**config.mk**
```make
export PLATFORM = sky130hd
export DESIGN_NAME = bcd_ms_counter
export DESIGN_NICKNAME = d
export VERILOG_FILES = /design/src/rtl/bcd_ms_counter.sv
export SDC_FILE = /design/constraint.sdc
export NUM_CORES = 1
export LEC_CHECK = 0
export ABC_AREA = 1
export CORE_ASPECT_RATIO = 0.6
export CORE_UTILIZATION = 56
export CTS_BUF_LIST = sky130_fd_sc_hd__clkbuf_4 sky130_fd_sc_hd__clkbuf_8 sky130_fd_sc_hd__clkbuf_16
export DETAILED_ROUTE_END_ITERATION = 10
export HOLD_SLACK_MARGIN = 0.03
export PLACE_DENSITY = 0.79
export SLEW_MARGIN = 5
export SYNTH_ARGS = -nofsm -noshare
export SYNTH_HDL_FRONTEND = slang
export SYNTH_SLANG_ARGS = --single-unit
```
**constraint.sdc**
```tcl
create_clock -name clk -period 1.9 [get_ports clk]
set_input_delay 0.38 -clock clk [delete_from_list [all_inputs] [get_ports clk]]
set_output_delay 0.38 -clock clk [all_outputs]
set_load 0.02 [all_outputs]
```
**src/rtl/bcd_ms_counter.sv**
```systemverilog
// Four-digit BCD millisecond counter (0000-9999) with IDLE/RUN/HOLD/OVF control.
// A prescaler divides clk by TICK_DIV. Each wrap increments the BCD count with a
// single-cycle ripple carry. The count saturates at 9999 and the block then waits
// in OVF until clear or reset. Every output is registered.
module bcd_ms_counter #(
  parameter int TICK_DIV = 100000
) (
  input  logic       clk,
  input  logic       rst_n,
  input  logic       start,
  input  logic       stop,
  input  logic       clear,
  output logic [3:0] digit3,
  output logic [3:0] digit2,
  output logic [3:0] digit1,
  output logic [3:0] digit0,
  output logic       running,
  output logic       ms_tick,
  output logic       overflow
);

  localparam int            PW     = $clog2(TICK_DIV);
  localparam logic [PW-1:0] PS_MAX = PW'(TICK_DIV - 1);

  typedef enum logic [1:0] {IDLE, RUN, HOLD, OVF} state_t;

  state_t              state, state_nx;
  logic [PW-1:0]       presc, presc_nx;
  logic [3:0][3:0]     dig, dig_nx, dig_inc;
  logic                tick, all_nine, tick_nx;

  // The prescaler wraps only while running. The wrap cycle is the millisecond tick.
  assign tick     = (state == RUN) && (presc == PS_MAX);
  assign all_nine = (dig == 16'h9999);

  // BCD increment with the carry rippling through all four digits in one cycle.
  always_comb begin
    logic carry;
    carry = 1'b1;
    for (int i = 0; i < 4; i++) begin
      if (carry && dig[i] == 4'd9) begin
        dig_inc[i] = 4'd0;
      end else if (carry) begin
        dig_inc[i] = dig[i] + 4'd1;
        carry      = 1'b0;
      end else begin
        dig_inc[i] = dig[i];
      end
    end
  end

  // Next-state logic. Priority is clear, then stop, then start.
  always_comb begin
    // NOTE: every output of this block gets a default first so no path leaves a
    // value unassigned; otherwise synthesis infers a latch.
    state_nx = state;
    presc_nx = presc;
    dig_nx   = dig;
    tick_nx  = 1'b0;
    if (clear) begin
      // A tick coinciding with clear is discarded.
      state_nx = IDLE;
      presc_nx = '0;
      dig_nx   = '0;
    end else begin
      case (state)
        IDLE: begin
          if (start && !stop) begin
            state_nx = RUN;
            presc_nx = '0;
          end
        end
        RUN: begin
          presc_nx = tick ? '0 : presc + 1'b1;
          if (tick && all_nine) begin
            // Saturate: hold 9999 and suppress the tick pulse.
            state_nx = OVF;
          end else begin
            if (tick) begin
              dig_nx  = dig_inc;
              tick_nx = 1'b1;
            end
            // A tick in the stop cycle still counts; only later ticks are blocked.
            if (stop) state_nx = HOLD;
          end
        end
        HOLD: begin
          // The prescaler stays frozen, so the sub-millisecond phase survives a pause.
          if (start && !stop) state_nx = RUN;
        end
        OVF: begin
          // Only clear or reset leaves OVF.
        end
      endcase
    end
  end

  // State, count and registered status flags.
  always_ff @(posedge clk) begin
    // NOTE: sequential state uses non-blocking assignments so every flop samples
    // the pre-edge values regardless of statement order.
    if (!rst_n) begin
      state    <= IDLE;
      presc    <= '0;
      dig      <= '0;
      running  <= 1'b0;
      ms_tick  <= 1'b0;
      overflow <= 1'b0;
    end else begin
      state    <= state_nx;
      presc    <= presc_nx;
      dig      <= dig_nx;
      running  <= (state_nx == RUN);
      ms_tick  <= tick_nx;
      overflow <= (state_nx == OVF);
    end
  end

  assign digit3 = dig[3];
  assign digit2 = dig[2];
  assign digit1 = dig[1];
  assign digit0 = dig[0];

endmodule

```
# Word-level counts from Yosys, hierarchy flattened
# Cells that the tools add are included.
# W data, S select, Z words.
word_totals:
  reg_bits: 38
  latch_bits: 0
  mem_bits_rw: 0
  romBits: 0
  in_bits: 5
  out_inout_bits: 19
  elab_cells: 67
  n_memories: 0
op_classes:
  add_sub_neg: 5
  n_mul: 0
  n_div: 0
  n_lt_le_gt_ge: 0
  eq_ne: 11
  shift: 0
  muxes: 19
  bitwise_logic: 3
  reduce_logical: 20
op_table:
  columns: ["op", "count"]
  rows:
  - ["$mux W17", 2]
  - ["$pmux W17 S2", 1]
  - ["$mux W4", 7]
  - ["$add A17 B1 Y17 const B", 1]
  - ["$eq A17 B17 Y1 const B", 1]
  - ["$add A4 B1 Y4 const B", 4]
  - ["$eq A16 B16 Y1 const B", 1]
  - ["$eq A4 B4 Y1 const B", 4]
  - ["$reduce_and A4 Y1", 3]
  - ["$mux W2", 4]
  - ["$reduce_bool A2 Y1", 4]
  - ["$logic_and A1 B1 Y1", 6]
  - ["$eq A2 B1 Y1 const B", 2]
  - ["$eq A2 B2 Y1 const B", 2]
  - ["$mux W1", 4]
  - ["$pmux W2 S2", 1]
  - ["$reduce_or A2 Y1", 2]
  - ["$reduce_or A4 Y1", 1]
  - ["$not A1 Y1", 3]
  - ["$reduce_and A3 Y1", 1]
  - ["$logic_not A2 Y1", 1]
  - ["$ne A2 B2 Y1 const B", 1]
  - ["$reduce_and A2 Y1", 1]
  - ["$logic_not A1 Y1", 1]

# Longest topological paths before layout
# Gate-level depths: netlist of run 1.
logic_depth:
  ltp_word: 9
  depth_mapped: 11
  mapped_depth_nobuf: 11

# Least setup slack after synthesis of run 1
# Ideal clock, no wire load.
synth_timing:
  path_kind: "reg2reg"
  start: "reg dig (netlist bit digit1[0])"
  end: "reg running"
  setup_ps: 115
  arrival_time_ps: 1573
  t_required_ps: 1785
  slack_ps: 212
  path_stages_with_launch: 9
  n_path_buf: 0
  synth_period_minus_slack_ps: 1688
  cell_sequence: "dfxtp_1 -> ha_1 -> nand3_2 -> inv_1 -> nand2_1 -> nor3_2 -> nand2_1 -> a21o_1 -> and2_1"
synth_via:
  elab_chain_cells: 6
synth_rtl:
  columns: ["element", "line", "source"]
  rows:
  - ["start, declared", "29", "logic [3:0][3:0] dig, dig_nx, dig_inc;"]
  - ["start signal, assigned", "112", "dig <= dig_nx;"]
  - ["$eq A16 B16 Y1", "34", "assign all_nine = (dig == 16'h9999);"]
  - ["$logic_and A1 B1 Y1", "75", "if (tick && all_nine) begin"]
  - ["$mux W2", "75", null]
  - ["$pmux W2 S2", "66", "case (state)"]
  - ["$mux W2", "60", "if (clear) begin"]
  - ["$eq A2 B1 Y1", "113", "running <= (state_nx == RUN);"]
  - ["end signal, assigned", "113", null]
  - ["end, declared", "17", "output logic running,"]
# No other way between the ends.
# A chain may end at the register's enable or synchronous reset.

# Worst setup path after layout of run 1
layout_timing:
  start: "reg dig (netlist bit digit3[2])"
  end: "out digit3[2]"
layout_rtl:
  columns: ["element", "line", "source"]
  rows:
  - ["end, declared", "13", "output logic [3:0] digit3,"]
# No word-level cell between the ends.

==> results by group, run 1 <==
Run status
  • Status: complete, no violations

STA
  • Final setup vio count: 0
  • Final min period: between 1.5 and 2 ns
  • Slew Limit Fails: 0
  • Max Clock Skew: 0.007161 ns
  • Crit share post-route: ~92%
  • RSZ-0062 raised after global routing: false
  • Slew @ Worst Pin: 0.3679 ns
  • Hold Slack: around 0.50 ns
  • Max Clock Freq: between 500 and 600 MHz
  • Relative slew margins: approximately three quarters
  • Hold Violations, Final: 0
  • Setup TNS: 0 ns

Layout
  • Footprint of the multi-input gates: 0.001265 mm2
  • Fin cells: between 400 and 500
  • Total Nets Final: 383
  • ANT cells: 0
  • Proportion of layout cells with a drive suffix above 1: roughly 14%
  • Fillers: 308
  • Synth-to-Final Area Change: 20.51%
  • Reg area: 760.7 um2

Global routing
  • GR Layer Usage met2: 37.57%
  • First-pass GRT wire length: 9045 um
  • Antenna violations before repair: 0
  • GRT Residual Overflow: 0
  • Met1 Use GR: 42.15%
  • Busiest grt layer: met1
  • Met3 usage: 8.388%
  • Largest net degree at the start of global routing: 11
  • Gr usage total: 27.62%
  • Vias in the first global route: around 2.0k

Detailed routing
  • Antenna Violating Nets Remaining: 0
  • First-pass iteration count of the detailed router: 5
  • Initial drt markers: 164
  • DRC viols: 0
  • Vias per Instance: 5.354
  • Wire per inst: around 13 um
  • Routed vias: roughly 2.2k
  • Final WL: 5330 um

Critical path
  • Crit end category: output pin
  • Worst path top cell family by delay: buffers and inverters
  • R2r setup slk: 0.19 ns
  • CP Depth: 1
  • WP buf/inv: 1
  • CP max FO: 5
  • Critical path's largest stage delay: 0.65 ns
  • R2r worst-path depth: 10
  • Cell with the largest stage delay on the worst path: clkdlybuf4s50_1
  • CP required: 1.52 ns
  • Worst path arrival time: 1.38 ns
  • Startpoint types: register
  • Setup Crit Path Kind: reg -> out
  • CP cell instances: clkdlybuf4s50_1
  • Reg2reg end: digit0[3]$_SDFFE_PP0P_
  • R2r startpoint: digit2[0]$_SDFFE_PP0P_

Power
  • Pwr Total: roughly 1.4 mW
  • Leak Pwr: 1.055 nW
  • Switching Fraction: 21.77%
  • PwrDens: 529.2 mW/mm2
  • Int Power: 1.105 mW
  • Combinational cell fraction of total power: under 10%
  • Clk pwr share: between 30% and 40%
  • Seq pwr share: between 50% and 60%
  • Max IR drop VDD: 0.0003610 V
  • NetSw: 307.4 uW

Synth
  • Synth Area per Inst: 6.671 um2
  • Synth warn: 0
  • Async S/R FF share, synth: 0%
  • Post-Syn Area: 0.002215 mm2
  • Library cells used by synthesis: 31
  • Register area share after synthesis: 34.35%
  • FF+latch count, synth: 38
  • Ys flop type: dfxtp_1
  • Post-Syn Nets: 344
  • Post-synth EDFFs: 0
  • Post-Syn Instances: 332

Clocking
  • Root buf cell: clkbuf_8
  • CTS Sinks: 38
  • Worst-path clk slew: 0.07 ns
  • Maximum root-to-sink buffer count: 2
  • Num CTS Buffers: 5
  • CTS tree: built
  • Number of H-tree levels: 2
  • Clk_lat worst skew: 0.29 ns

Place
  • Post-DP HPWL: 4166 um
  • GP Congestion: 0.9304
  • IO Port Bufs: 23
  • Placed instance count: approximately 410

Flow run
  • Max-Cap Viols: 0

Floorplanning
  • # IOs: 24
  • Total core area: 0.003722 mm2
  • Chip width: 83.19 um
  • Overall die area: roughly 0.0042 mm2
  • Die height: 50.71 um
  • Starting Density: 59.50%
  • Placement Rows: 17

Min path
  • Hold path cells: 1
  • Min-delay src: presc[0]$_SDFFE_PP0P_
  • Min-delay worst type: reg -> reg
  • Hold Crit Endpoint: presc[0]$_SDFFE_PP0P_
==> synth_stat cells (2+ instances only) <==
master	n	share of area (%)
a21o_1	2	0.68
a21oi_1	18	4.1
dfxtp_1	38	34
ha_1	7	4.0
inv_1	48	8.1
inv_2	3	0.51
nand2_1	69	12
nand2_2	6	1.7
nand3_1	27	6.1
nand3_2	4	1.8
nand4_1	9	2.5
nor2_1	48	8.1
nor2_2	11	3.1
nor2_4	3	1.5
nor3_1	12	2.7
nor3_2	2	0.90
o21ai_0	8	1.8
o21ai_1	2	0.45
o21ai_2	2	0.79
xor2_1	2	0.79
==> flip-flops by register name, summed over array words and instances, names as in the netlist <==
register and count:
digit2 4, digit3 4, digit0 4, presc 17, running 1, digit1 4, ms_tick 1, overflow 1
state 2
==> cells by family (layout without fill, tap and decap cells) <==
family,count (synthesis),in the layout,synth area share [%]
AO/OA/AOI/OAI,35,35,8.758
XOR/XNOR,3,3,1.187
flip-flops,38,38,34.35
buffers and inverters,53,92,8.983
AND/OR/NAND/NOR,196,196,42.77
adder cells (fa/ha/maj),7,7,3.955
==> cell usage in the layout, fill, tap and decap left out, types with 7 or more instances in the layout <==
| master | synthesis | routed |
|---|---|---|
| o21ai_0 | 8 | 8 |
| clkdlybuf4s50_1 | 0 | 23 |
| nor3_1 | 12 | 12 |
| a21oi_1 | 18 | 18 |
| nand4_1 | 9 | 9 |
| dfxtp_1 | 38 | 38 |
| buf_4 | 0 | 10 |
| nand2_1 | 69 | 69 |
| ha_1 | 7 | 7 |
| nor2_1 | 48 | 46 |
| nand3_1 | 27 | 26 |
| nor2_2 | 11 | 13 |
| inv_1 | 48 | 48 |
==> through the flow <==
step,area (um2),setup WS [ns],util [%]
6_report,2669,0.1446,71.70
5_1_grt,2669,0.02257,71.70
4_1_cts,2644,0.1463,71.03
3_5_place_dp,2560,0.01034,68.77
3_3_place_gp,2560,0.06208,68.77
2_1_floorplan,2215,0.2120,-
==> worst max path at each step <==
stage | start | end | slack (ns)
final | digit3[2]$_SDFFE_PP0P_ | digit3[2] | 0.14
after global routing | presc[0]$_SDFFE_PP0P_ | presc[10]$_SDFFE_PP0P_ | 0.02
after CTS | presc[0]$_SDFFE_PP0P_ | presc[10]$_SDFFE_PP0P_ | 0.15
after detailed placement | start | presc[6]$_SDFFE_PP0P_ | 0.01
after global placement | start | presc[6]$_SDFFE_PP0P_ | 0.06
after floorplan | digit1[0]$_SDFFE_PP0P_ | running$_SDFF_PN0_ | 0.21
==> routing by layer <==
layer / routed length [um] / part of all wire [%]
met5: 0 / 0
met2: 1943 / 36
met4: 25 / 0.47
met1: 2749 / 52
met3: 611 / 11
==> what timing repair did <==
item,CTS,global route
hold buffers,0,0
resized for setup,0,3
setup endpoints to repair,0,5
setup buffers,0,2
==> power by group through the flow <==
| stage | Sequential [mW] | Clock, mW | Combinational [mW] |
|---|---|---|---|
| final | 0.799 | 0.545 | 0.0686 |
| after global routing | 0.799 | 0.598 | 0.0748 |
| after CTS | 0.799 | 0.563 | 0.0679 |
| after detailed placement | 0.817 | 0 | 0.0677 |
| after global placement | 0.817 | 0 | 0.0669 |
| after floorplan | 0.818 | 0 | 0.0349 |
==> layout make-up <==
cell class	instances	area share [%]
clock buffer	7	3.141
inverter	52	7.314
multi-input combinational	241	47.40
sequential	38	28.50
tap	47	2.203
timing repair buffer	33	11.44
No activity file was read; power rests on OpenSTA's default activity.
==> inputs of run 2 (changes only) <==
CORE_ASPECT_RATIO = 1.4   (was 0.6)
==> run 2 against run 1 <==
Against the previous run:
- combinational power grew 4.1%
- critical path depth is the same
- register-to-register slack lost 0.05 ns
- first-iteration DRC count shrank 60%
- critical endpoint is now digit0[1]
- largest cell class unchanged
- largest power group unchanged
==> results by group, run 2 (synthesis gave the netlist of run 1 again) <==
Run status
  • Status: complete, no violations

Detailed routing
  • First-pass iteration count of the detailed router: 4 (-1)
  • Vias per Instance: 5.297 (-1.1%)
  • Initial drt markers: 65 (-60%)
  • DRC viols: 0 (unchanged)
  • Wire per inst: 12.99 um (+1.8%)
  • Final WL: 5376 um (+0.86%)
  • Routed vias: 2193 (-2.0%)
  • Antenna Violating Nets Remaining: 0 (unchanged)

Floorplanning
  • Overall die area: 0.004214 mm2 (-0.11%)
  • Total core area: 0.003709 mm2 (-0.37%)
  • Placement Rows: 26 (+9)
  • Chip width: 55.15 um (-34%)
  • # IOs: 24 (unchanged)
  • Starting Density: 59.72% (+0.22 points)
  • Die height: 76.41 um (+51%)

Critical path
  • CP required: 1.52 ns (about the same)
  • Crit end category: output pin
  • Cell with the largest stage delay on the worst path: clkdlybuf4s50_1
  • Worst path top cell family by delay: buffers and inverters
  • Setup Crit Path Kind: reg -> out
  • Critical path's largest stage delay: 0.65 ns (about the same)
  • WP buf/inv: 1 (unchanged)
  • Worst path arrival time: 1.39 ns (about the same)
  • CP cell instances: clkdlybuf4s50_1
  • CP max FO: 6 (+1)
  • Startpoint types: register

Layout
  • Proportion of layout cells with a drive suffix above 1: 14.52% (+0.23 points)
  • Largest register FFs: 17 (unchanged)
  • Synth-to-Final Area Change: 22.03%
  • Most common cell after layout, fill and taps aside: nand2_1
  • Most frequent cells in the layout: 69 x nand2_1, 48 x inv_1, 45 x nor2_1
  • Largest Register: presc
  • Fillers: 306 (-0.65%)
  • Design area: 0.002703 mm2 (+1.3%)
  • ANT cells: 0 (unchanged)
  • Util after Layout: 72.87% (+1.2 points)
  • Total Nets Final: 383 (unchanged)

Global routing
  • Largest net degree at the start of global routing: 17 (+6)
  • Antenna violations before repair: 0 (unchanged)
  • First-pass GRT wire length: 9052 um (about the same)
  • Vias in the first global route: 2125 (+6.1%)
  • GRT Residual Overflow: 0 (unchanged)
  • Gr usage total: 29.09% (+1.5 points)

Clocking
  • Number of H-tree levels: 2 (unchanged)
  • CTS Sinks: 38 (unchanged)
  • Maximum root-to-sink buffer count: 2 (unchanged)
  • Clk_lat worst skew: 0.29 ns (about the same)
  • CTS tree: built
  • Num CTS Buffers: 5 (unchanged)
  • Root buf cell: clkbuf_8
  • Worst-path clk slew: 0.08 ns (about the same)

STA
  • Final min period: 1.774 ns (+0.01873 ns)
  • Max Clock Skew: 0.007091 ns (-0.00007083 ns)
  • Max Clock Freq: 563.6 MHz (-1.1%)
  • Relative slew margins: 77.78% (+2.4 points)
  • Crit share post-route: 93.38% (+0.99 points)
  • RSZ-0062 raised after global routing: true
  • Slew @ Worst Pin: 0.3321 ns (-0.03579 ns)
  • Hold Slack: 0.4923 ns (-0.004868 ns)
  • Hold Violations, Final: 0 (unchanged)
  • Final setup vio count: 0 (unchanged)
  • Slew Limit Fails: 0 (unchanged)

Power
  • Pwr Total: 1.564 mW (+11%)
  • PwrDens: 578.6 mW/mm2 (+9.3%)
  • Max IR drop VDD: 0.0005430 V (+50%)
  • Leak Pwr: 1.069 nW (+1.3%)

Place
  • Post-DP HPWL: 4123 um (-1.0%)
  • Placement Cell Area: 0.002574 mm2 (+0.54%)
  • IO Port Bufs: 23 (unchanged)
  • GP Congestion: 0.9386 (+0.88%)

Flow run
  • Max-Cap Viols: 0 (unchanged)

Min path
  • Min-delay worst type: reg -> reg
[run 2: cell type report]
class	instances	area [um2]	area share (%)
Inverter	52	195.2	7.222
Multi-Input combinational cell	241	1262	46.71
Clock inverter	2	37.54	1.389
Clock buffer	6	76.32	2.824
Timing Repair Buffer	33	317.8	11.76
Tap cell	42	52.55	1.944
Sequential cell	38	760.7	28.15
[run 2: path summary, 6_finish.rpt]
path / endpoint / depth (start not counted) / start / slack (ns)
setup / recovery: digit0[1] / 1 / digit0[1]$_SDFFE_PP0P_ / 0.13
hold / removal: presc[0]$_SDFFE_PP0P_ / 1 / presc[0]$_SDFFE_PP0P_ / 0.49
setup reg to reg: digit0[3]$_SDFFE_PP0P_ / 11 / digit2[1]$_SDFFE_PP0P_ / 0.14
hold reg to reg: presc[0]$_SDFFE_PP0P_ / 1 / presc[0]$_SDFFE_PP0P_ / 0.49
[run 2: per-layer routing]
| metal | wire, um | GRT usage [%] | vias to the layer above |
|---|---|---|---|
| met1 | 2179 | 31.40 | 980 |
| met2 | 2833 | 49.28 | 51 |
| li1 | - | - | 1145 |
| met5 | 0 | 0 | - |
| met4 | 164 | 14.50 | 0 |
| met3 | 198 | 7.385 | 17 |
[run 2: metrics by stage]
step           std cells   TNS (ns)  setup WS (ns)
2_1_floorplan        332          0         0.2120
3_3_place_gp         405          0        0.05046
3_5_place_dp         405          0      0.0007766
4_1_cts              413          0         0.1152
5_1_grt              414  -0.007028      -0.007028
6_report             414          0         0.1258
[run 2: power by group]
group / leakage [nW] / switching [mW] / total [mW] / internal, mW
sequential: 0.306 / 0.000892 / 0.799 / 0.798
clock: 0.0548 / 0.288 / 0.694 / 0.406
combinational: 0.708 / 0.0426 / 0.0714 / 0.0287
total: 1.07 / 0.331 / 1.56 / 1.23
[run 2: repair_timing]
item                       4_1_cts  5_1_grt
setup endpoints to repair        0        6
setup buffers                    0        1
hold endpoints to repair         0        0
resized for setup                0        3
hold buffers                     0        0
==> inputs of run 3 (changes only) <==
ABC_AREA = not set   (was 1)
CORE_UTILIZATION = 54   (was 56)
PLACE_DENSITY = 0.78   (was 0.79)
==> run 3 against run 2 <==
Against the previous run:
- the flow now finishes with violations (setup timing)
- sequential cell count did not move
- sequential share of layout area fell by 2.7 points
- critical path depth rose by 4
- count of clock-buffer cells in the layout fell by 1
- power rose by 0.80%
- clock power rose by 1%
- final cell count fell by 14%
- non-clock buffer count rose by 58
- setup slack got worse by 0.75 ns
- combinational power rose by 9.5%
- synthesized cell count fell by 33%
- worst hold slack improved by 0.045 ns
==> results by group, run 3 <==
Critical path
  • R2r startpoint: presc[14]$_SDFFE_PP0P_
  • Worst path arrival time: 2.78 ns (+1.39 ns)
  • Worst path top cell family by delay: simple AND/OR/NAND/NOR gates
  • CP Capture Point: digit2[3]$_SDFFE_PP0P_
  • CP required: 2.15 ns (+0.63 ns)
  • Setup Crit Path Kind: reg -> reg
  • R2r worst-path depth: 5 (-6)
  • Reg2reg end: digit2[3]$_SDFFE_PP0P_
  • Cell with the largest stage delay on the worst path: or4_4
  • Crit end category: register
  • WP buf/inv: 0 (-1)
  • Top cell by count, worst path: or4_4
  • CP max FO: 7 (+1)
  • Startpoint types: register
  • Critical path's largest stage delay: 0.59 ns (-0.06 ns)
  • R2r setup slk: -0.63 ns (-0.77 ns)
  • CP cell instances: or4b_4 > or4_4 > or3_4 > or4_4 > a21oi_2
  • CP Depth: 5 (+4)
  • Crit path from: presc[14]$_SDFFE_PP0P_

Synth
  • Ys flop type: dfxtp_1
  • Most common cell in the netlist: dfxtp_1
  • Synth warn: 0 (unchanged)
  • FF+latch count, synth: 38 (unchanged)
  • Post-Syn Area: 0.001884 mm2 (-15%)
  • Post-Syn Instances: 223 (-33%)
  • Top cells by count, synth: 38 x dfxtp_1, 30 x nor2_1, 17 x nand2_1
  • Post-synth top area share: 40.37% (+6.0 points)
  • Post-synth EDFFs: 0 (unchanged)
  • Yosys top cell by area: dfxtp_1
  • Register area share after synthesis: 40.37% (+6.0 points)
  • Async S/R FF share, synth: 0% (unchanged)
  • Synth top area cells: dfxtp_1 40%, xnor2_1 6.0%, nor2_1 6.0%, ha_1 4.6%, nand2_1 3.4%
  • Library cells used by synthesis: 42 (+35%)
  • Post-Syn Nets: 235 (-32%)
  • Synth Area per Inst: 8.450 um2 (+27%)

Layout
  • Largest register FFs: 17 (unchanged)
  • Design area: 0.003008 mm2 (+11%)
  • Proportion of layout cells with a drive suffix above 1: 36.71% (+22 points)
  • Total Nets Final: 327 (-15%)
  • Fillers: 143 (-53%)
  • ANT cells: 0 (unchanged)
  • Largest Register: presc
  • Synth-to-Final Area Change: 59.63%
  • Util after Layout: 89.87% (+17 points)
  • Most common cell after layout, fill and taps aside: buf_4
  • Most frequent cells in the layout: 61 x buf_4, 34 x dfxtp_1, 27 x nor2_1

Run status
  • Failing checks: setup timing
  • Status: finished, violations left

Place
  • Post-DP HPWL: 3576 um (-13%)
  • GP Congestion: 0.8695 (-7.4%)
  • Place WS: -0.5249 ns (-0.5257 ns)
  • IO Port Bufs: 23 (unchanged)
  • Placement Cell Area: 0.002594 mm2 (+0.78%)

STA
  • RSZ-0062 raised after global routing: true
  • Max Clock Freq: 395.7 MHz (-30%)
  • Hold Violations, Final: 0 (unchanged)
  • Setup ws final: -0.6274 ns (-0.7532 ns)
  • Final setup vio count: 38 (+38)
  • Slew @ Worst Pin: 0.4100 ns (+0.07785 ns)
  • Relative slew margins: 72.42% (-5.4 points)
  • Crit share post-route: 133.0% (+40 points)
  • Max Clock Skew: 0.006472 ns (-0.0006186 ns)
  • Slew Limit Fails: 0 (unchanged)
  • Final min period: 2.527 ns (+0.7532 ns)

Power
  • Switching Fraction: 22.74% (+1.6 points)
  • Leak Pwr: 1.119 nW (+4.7%)
  • Int Power: 1.218 mW (-1.2%)
  • Max IR drop VDD: 0.0007247 V (+33%)
  • Seq pwr share: 50.6% (-0.5 points)
  • Clk pwr share: 44.4% (about the same)
  • Combinational cell fraction of total power: 5.0% (+0.4 points)
  • NetSw: 358.4 uW (+8.2%)
  • PwrDens: 524.0 mW/mm2 (-9.4%)

Clocking
  • Worst-path clk slew: 0.08 ns (about the same)
  • Number of H-tree levels: 2 (unchanged)
  • Root buf cell: clkbuf_8
  • Clk_lat worst skew: 0.31 ns (+0.02 ns)
  • Num CTS Buffers: 5 (unchanged)
  • CTS Sinks: 38 (unchanged)
  • CTS Hold Buffers Added: 0 (unchanged)
  • Maximum root-to-sink buffer count: 2 (unchanged)
  • CTS tree: built

Floorplanning
  • Starting Density: 56.30% (-3.4 points)
  • # IOs: 24 (unchanged)
  • Placement Rows: 25 (-3.8%)
  • Die height: 71.90 um (-5.9%)
  • Overall die area: 0.003733 mm2 (-11%)
  • Chip width: 51.93 um (-5.8%)
  • Total core area: 0.003347 mm2 (-9.8%)

Min path
  • Min-delay worst type: reg -> reg

Detailed routing
  • Final WL: 7211 um (+34%)
  • Routed vias: 2221 (+1.3%)
  • Wire per inst: 20.26 um (+56%)
  • Max Used Layer: met4
  • First-pass iteration count of the detailed router: 5 (+1)
  • Wl on met1: 2519 um (+16%)
  • Met2 Routed Length: 3679 um (+30%)
  • Initial drt markers: 106 (+63%)
  • Antenna Violating Nets Remaining: 0 (unchanged)
  • DRC viols: 0 (unchanged)
  • Vias per Instance: 6.239 (+18%)
  • Met3 routed WL: 494 um (+150%)

Flow run
  • Max-Cap Viols: 0 (unchanged)

Global routing
  • Vias in the first global route: 2004 (-5.7%)
  • Antenna violations before repair: 0 (unchanged)
  • Gr usage total: 33.39% (+4.3 points)
  • First-pass GRT wire length: 9156 um (+1.1%)
  • GRT Residual Overflow: 0 (unchanged)
  • Largest net degree at the start of global routing: 15 (-2)
-- run 3: changes by cell type in the layout (fill, tap and decap cells not counted), sizes merged, moves of 6 or more --
cell / previous run / this run
nand2: 75 / 17
nand4: 9 / 3
xnor2: 1 / 13
nand3: 31 / 6
or3: 0 / 7
nor2: 63 / 30
nand2b: 0 / 6
nor4: 1 / 8
inv: 51 / 9
o21ai: 12 / 5
a21oi: 18 / 12
nor3: 15 / 9
buf: 10 / 68
-- run 3: layout make-up --
type	count	area [um2]	share of cell area [%]
Sequential cell	38	765.7	25.46
Clock inverter	3	40.04	1.331
Clock buffer	5	68.82	2.288
Tap cell	40	50.05	1.664
Multi-Input combinational cell	170	1282	42.64
Timing Repair Buffer	91	767.0	25.50
Inverter	9	33.78	1.123
-- run 3: worst min path at each step --
stage / to / slack [ns] / from / cells after the start
global placement: digit3[3]$_SDFFE_PP0P_ / 0.48 / digit3[3]$_SDFFE_PP0P_ / 2
finish: digit3[3]$_SDFFE_PP0P_ / 0.54 / digit3[3]$_SDFFE_PP0P_ / 2
floorplan: running$_SDFF_PN0_ / 0.47 / stop / 1
CTS: digit3[3]$_SDFFE_PP0P_ / 0.50 / digit3[3]$_SDFFE_PP0P_ / 2
detailed placement: digit3[3]$_SDFFE_PP0P_ / 0.49 / digit3[3]$_SDFFE_PP0P_ / 2
global route: digit3[3]$_SDFFE_PP0P_ / 0.55 / digit3[3]$_SDFFE_PP0P_ / 2
-- run 3: power by group through the flow --
stage | logic [mW] | registers, mW | clock network, mW
6_report | 0.0782 | 0.798 | 0.701
5_1_grt | 0.0821 | 0.798 | 0.735
4_1_cts | 0.0641 | 0.797 | 0.694
3_5_place_dp | 0.0608 | 0.816 | 0
3_3_place_gp | 0.0597 | 0.816 | 0
2_1_floorplan | 0.0244 | 0.817 | 0
-- run 3: tightest hold or removal path, cell delays in order, from the launching register on --
cell     delay (ns)
dfxtp_1        0.34
nand2_1        0.08
mux2i_1        0.07
-- run 3: cell families after synthesis --
group | share of synthesized area, %
xor+xnor | 8.366
simple gates | 31.74
buf+inv | 3.320
mux | 1.594
flops | 40.37
compound gates | 9.960
fa+ha+maj | 4.648
-- run 3: what timing repair did --
item	CTS	global route
buffers inserted	1	7
resized for setup	18	36
gates cloned	1	1
pin swaps	3	21
setup endpoints to repair	35	38
-- run 3: stage by stage --
stage	instances	TNS, ns	hold slack, ns	power, mW
after global placement	339	-7.275	0.4844	0.8758
after floorplan	223	-9.160	0.4697	0.8415
after global routing	356	-13.17	0.5514	1.615
after CTS	349	-7.885	0.5009	1.555
after detailed placement	339	-8.128	0.4908	0.8769
final	356	-11.07	0.5374	1.576
-- run 3: per-layer routing --
metal  vias up  track usage [%]
met2       144            61.11
met1      1053            34.03
li1        972                -
met3        52            7.757
met5         -                0
met4         0            16.82
